==> config.mk <==
export PLATFORM = sky130hd
export DESIGN_NAME = ciphertext_uart_tx
export DESIGN_NICKNAME = d
export VERILOG_FILES = /design/src/rtl/ciphertext_uart_tx.sv
export SDC_FILE = /design/constraint.sdc
export NUM_CORES = 1
export LEC_CHECK = 0
export ABC_AREA = 1
export ABC_CLOCK_PERIOD_IN_PS = 4100
export BUFFER_PORTS_ARGS = -buffer_cell sky130_fd_sc_hd__buf_4
export CORE_MARGIN = 5
export CORE_UTILIZATION = 45
export CTS_BUF_LIST = sky130_fd_sc_hd__clkbuf_16
export DETAILED_ROUTE_END_ITERATION = 10
export MAX_ROUTING_LAYER = met4
export SLEW_MARGIN = 20
export SYNTH_ARGS = -nofsm -noshare
export SYNTH_HDL_FRONTEND = slang
export SYNTH_SLANG_ARGS = --single-unit
==> constraint.sdc <==
create_clock -name clk -period 4.1 [get_ports clk]
set_input_delay 1.23 -clock clk [delete_from_list [all_inputs] [get_ports clk]]
set_output_delay 1.23 -clock clk [all_outputs]
set_load 0.05 [all_outputs]
==> src/rtl/ciphertext_uart_tx.sv <==
// Ciphertext UART transmitter: buffers PicoBlaze output-port bytes in a FIFO
// and sends them as 8N1 frames, exposing {overflow, full, empty} as a status port.
module ciphertext_uart_tx #(
   parameter int DEPTH        = 16,
   parameter int CLKS_PER_BIT = 434,
   parameter int DATA_BIT     = 3,
   parameter int STAT_BIT     = 6
) (
   input  logic       clk,
   input  logic       reset_n,
   input  logic [7:0] port_id,
   input  logic       write_strobe,
   input  logic [7:0] out_port,
   input  logic       read_strobe,
   output logic [7:0] status,
   output logic       tx,
   output logic       busy
);

   localparam int PTR_W  = $clog2(DEPTH);
   localparam int CNT_W  = PTR_W + 1;
   localparam int BAUD_W = (CLKS_PER_BIT > 1) ? $clog2(CLKS_PER_BIT) : 1;

   typedef enum logic [1:0] {IDLE, START, DATA, STOP} state_t;

   logic [7:0]        fifo_mem [DEPTH];
   logic [PTR_W-1:0]  wr_ptr_q, wr_ptr_d;
   logic [PTR_W-1:0]  rd_ptr_q, rd_ptr_d;
   logic [CNT_W-1:0]  count_q, count_d;
   logic              overflow_q, overflow_d;
   state_t            state_q, state_d;
   logic [BAUD_W-1:0] baud_q, baud_d;
   logic [2:0]        bit_idx_q, bit_idx_d;
   logic [7:0]        shift_q, shift_d;
   logic              tx_q, tx_d;
   logic              busy_q, busy_d;

   logic push, push_ok, pop, stat_rd, empty, full, baud_done;
   logic unused_port_bits;

   assign unused_port_bits = ^port_id;

   assign empty     = (count_q == '0);
   assign full      = (count_q == CNT_W'(DEPTH));
   assign push      = write_strobe & port_id[DATA_BIT];
   assign push_ok   = push & ~full;
   assign stat_rd   = read_strobe & port_id[STAT_BIT];
   assign baud_done = (baud_q == BAUD_W'(CLKS_PER_BIT - 1));

   assign status = {5'b0, overflow_q, full, empty};
   assign tx     = tx_q;
   assign busy   = busy_q;

   always_comb begin
      state_d    = state_q;
      baud_d     = baud_q;
      bit_idx_d  = bit_idx_q;
      shift_d    = shift_q;
      tx_d       = tx_q;
      busy_d     = busy_q;
      pop        = 1'b0;
      wr_ptr_d   = wr_ptr_q;
      rd_ptr_d   = rd_ptr_q;
      count_d    = count_q;
      overflow_d = overflow_q;

      // tx and busy are computed one edge ahead so both leave the flops glitch-free
      case (state_q)
         IDLE: begin
            if (!empty) begin
               pop     = 1'b1;
               shift_d = fifo_mem[rd_ptr_q];
               state_d = START;
               baud_d  = '0;
               tx_d    = 1'b0;
               busy_d  = 1'b1;
            end
         end
         START: begin
            if (baud_done) begin
               baud_d    = '0;
               bit_idx_d = '0;
               state_d   = DATA;
               tx_d      = shift_q[0];
            end else begin
               baud_d = baud_q + BAUD_W'(1);
            end
         end
         DATA: begin
            if (baud_done) begin
               baud_d  = '0;
               shift_d = shift_q >> 1;
               if (bit_idx_q == 3'd7) begin
                  state_d = STOP;
                  tx_d    = 1'b1;
               end else begin
                  bit_idx_d = bit_idx_q + 3'd1;
                  tx_d      = shift_q[1];
               end
            end else begin
               baud_d = baud_q + BAUD_W'(1);
            end
         end
         STOP: begin
            if (baud_done) begin
               baud_d = '0;
               if (!empty) begin
                  pop     = 1'b1;
                  shift_d = fifo_mem[rd_ptr_q];
                  state_d = START;
                  tx_d    = 1'b0;
               end else begin
                  state_d = IDLE;
                  tx_d    = 1'b1;
                  busy_d  = 1'b0;
               end
            end else begin
               baud_d = baud_q + BAUD_W'(1);
            end
         end
         default: begin
            state_d = IDLE;
            tx_d    = 1'b1;
            busy_d  = 1'b0;
         end
      endcase

      if (push_ok) wr_ptr_d = wr_ptr_q + PTR_W'(1);
      if (pop)     rd_ptr_d = rd_ptr_q + PTR_W'(1);
      case ({push_ok, pop})
         2'b10:   count_d = count_q + CNT_W'(1);
         2'b01:   count_d = count_q - CNT_W'(1);
         default: count_d = count_q;
      endcase

      // a dropped byte outranks a same-cycle status read
      if (stat_rd)     overflow_d = 1'b0;
      if (push & full) overflow_d = 1'b1;
   end

   always_ff @(posedge clk or negedge reset_n) begin
      if (!reset_n) begin
         state_q    <= IDLE;
         baud_q     <= '0;
         bit_idx_q  <= '0;
         shift_q    <= '0;
         tx_q       <= 1'b1;
         busy_q     <= 1'b0;
         wr_ptr_q   <= '0;
         rd_ptr_q   <= '0;
         count_q    <= '0;
         overflow_q <= 1'b0;
      end else begin
         state_q    <= state_d;
         baud_q     <= baud_d;
         bit_idx_q  <= bit_idx_d;
         shift_q    <= shift_d;
         tx_q       <= tx_d;
         busy_q     <= busy_d;
         wr_ptr_q   <= wr_ptr_d;
         rd_ptr_q   <= rd_ptr_d;
         count_q    <= count_d;
         overflow_q <= overflow_d;
      end
   end

   always_ff @(posedge clk) begin
      if (push_ok) fifo_mem[wr_ptr_q] <= out_port;
   end

endmodule
==> results.cfg <==
[detailed_routing]
vias = 5030
ant_nets = 0
viasPerCell = 4.917
drtIter0Drc = 350
drcViolationCount = 0
finalWirelength_mm = 15.57
wl_per_cell_um = 15.22
firstDrtPassIters = 5

[floorplanning]
pin_count = 30
die_h_um = 140.2
rows = 47
die_area_um2 = 19670
start_util_pct = 45.87
core_area_um2 = 16640
die_w_um = 140.2

[sta]
setup_viol = 0
period_share_pct = 68.46
max-slew-margin-rel_pct = 38.18
fin_skew_ps = 9.144
fmax_mhz = 356.3
drv_slew = 0
hold_viol_final = 0
rsz0062_at_grt = false
worst_pin_slew_ps = 926.0
period_needed_ps = 2807
setup_tns_ps = 0

[clock_network]
insertion_delay_ps = 420
clk_pin_slew_ps = 60
htreeDepth = 4
cts_root_buffer = clkbuf_16
cts_tree = built
post_cts_buffers = 0
cts_buffers = 17
cts-resized-gates = 0
cts.path.max_buffers = 2
cts.sinks = 166
cts_hold_buf = 0

[critical_path]
critPathMaxFanout = 5
crit_path_cell_trace = nor2_1, nand3_2, inv_1, buf_4
r2r_start = baud_q[1]
required_ps = 2870
cp_slowest_cell = dfrtp_1
cp-start-kind = register
cp_top_family = flip-flops
cp_data_arrival_time_ps = 1580
path_class = reg2out
r2r_setup_slack_ps = 1420
critPathMaxStageDelay_ps = 440
crit_path_end_kind = output port
cp_num_buf_inv = 2
worstReg2RegEnd = count_q[4]
reg2reg_depth = 15

[run]
max-cap-violations = 0

[grt]
grt_usage_pct = 16.83
grt_max_degree = 81
grt_remaining_overflow = 0
grt_pass1_wl_mm = 25.12
grt_pass1_vias = 4804
grt_antenna_before_repair = 0

[pwr]
ir_drop_v = 0.0003110
leakage_nw = 3.671
power_w = 0.003898
power_density_nw_per_um2 = 461.5

[min_path]
hold_end = shift_q[5]
worstHoldPathCells = 2
hold_start = shift_q[5]
hp-class = reg2reg

[status]
status = finished, final reports clean

[final_layout]
fin_nets = 829
syn_to_final_growth_pct = 10.65
drive_gt1_share_pct = 8.344
regArea_um2 = 4797
diodes = 0
multi_input_area_um2 = 2392
utilization_pct = 50.76
fillers = 1499

[yosys]
synth.cell_area_um2 = 7634
avgSynthCellArea_um2 = 9.787
synthTopCellsByArea = edfxtp_1 (50%), nand2_1 (13%), dfrtp_1 (12%)
yosys_warnings = 0
ys_types = 37
yosysSeqAreaShare_pct = 62.83
synth-seq-cells = 166
yosys.area.top_type = edfxtp_1
synth_largest_type_area_fraction_pct = 50.35
synthCells = 780

[placement]
io_buffers = 18
place.gp.congestion = 0.8665
dp_hpwl_mm = 9.821
## final cells by class
type / count / share of cell area, %
multi-input combinational: 519 / 28.32
clock buffer: 17 / 5.036
timing repair buffer: 19 / 1.689
inverter: 67 / 2.977
tap: 220 / 3.259
sequential: 166 / 56.79
clock inverter: 15 / 1.926
## sequential cells by signal, indices dropped and copies added, names as in the netlist
register,flops
count_q,5
wr_ptr_q,4
state_q,2
baud_q,9
fifo_mem,128
busy,1
rd_ptr_q,4
overflow_q,1
tx,1
bit_idx_q,3
shift_q,8
## where the power goes
part	internal (W)	switching, W	leakage [nW]	total (W)
Combinational	0.0000971	0.000232	1.78	0.000329
Clock	0.000948	0.000638	0.273	0.00159
Sequential	0.00192	0.0000610	1.62	0.00198
Total	0.00297	0.000931	3.67	0.00390
## metal layers
metal	part of all wire [%]	vias up	track usage, %	wire length (µm)
met5	0	-	-	0
met4	1.3	0	5.048	204
met3	5.0	13	3.272	773
met2	48	117	26.44	7530
met1	45	2371	22.37	7058
li1	-	2529	-	-
## logic make-up after synthesis
family                   share of synthesized area [%]
other                                          0.04913
AND/OR/NAND/NOR                                  23.73
adder cells (fa/ha/maj)                          3.213
flip-flops                                       62.83
XOR/XNOR                                         1.033
buffers and inverters                            6.032
AO/OA/AOI/OAI                                    3.114
## worst max path at each step
stage,slack (ps),depth (start not counted),from,end
global route,1120,4,count_q[1],status[0]
detailed placement,1140,7,write_strobe,fifo_mem[9][5]
floorplan,1450,10,write_strobe,count_q[4]
finish,1290,4,count_q[0],status[0]
CTS,1250,4,count_q[0],status[0]
global placement,1180,7,write_strobe,fifo_mem[12][5]
## synthesized netlist by cell type
master / number
a21boi_0: 2
a21oi_1: 9
a31oi_1: 1
buf_1: 1
buf_2: 14
buf_4: 13
buf_6: 3
clkbuf_1: 1
clkinv_1: 1
conb_1: 1
dfrtp_1: 37
dfstp_2: 1
edfxtp_1: 128
fa_1: 1
ha_1: 18
inv_1: 61
inv_2: 5
nand2_1: 261
nand2_2: 3
nand2_4: 1
nand3_1: 58
nand3_2: 1
nand3_4: 1
nand3b_4: 1
nand4_1: 2
nor2_1: 108
nor2_2: 3
nor2_4: 2
nor3_1: 1
o211ai_1: 2
o21ai_0: 21
o21ai_1: 6
o21bai_1: 1
o22ai_1: 1
o31ai_1: 1
xnor2_1: 2
xor2_1: 7
## worst reg2reg max path: cells and delay by family (launching register included)
| family | cells | cell delay [ps] |
|---|---|---|
| flops | 1 | 420 |
| xor+xnor | 1 | 140 |
| compound gates | 4 | 450 |
| fa+ha+maj | 3 | 740 |
| simple gates | 4 | 570 |
| buf+inv | 3 | 240 |
## placed cells by master (no fill, tap or decap), types with 3 or more instances in the layout
master and instances:
nor2_2 3, edfxtp_1 128, o21ai_0 21, ha_1 18
clkinv_2 3, a21oi_1 9, nand2_2 3, clkinv_1 4
xor2_1 7, bufinv_16 3, inv_1 61, buf_4 19
nor2_1 108, clkbuf_16 17, o21ai_1 6, inv_2 5
dfrtp_1 36, clkinvlp_4 5, nand3_1 58, conb_1 5
nand2_1 261
## stage by stage
step	hold WS, ps	area [µm²]	setup WS, ps	std cells
3_5_place_dp	467.8	7859	1141	991
4_1_cts	483.8	8447	1246	1023
5_1_grt	508.3	8447	1122	1023
3_3_place_gp	459.2	7859	1178	991
2_1_floorplan	445.9	7649	1449	784
6_report	481.3	8447	1293	1023
(Power assumes the default switching activity.)
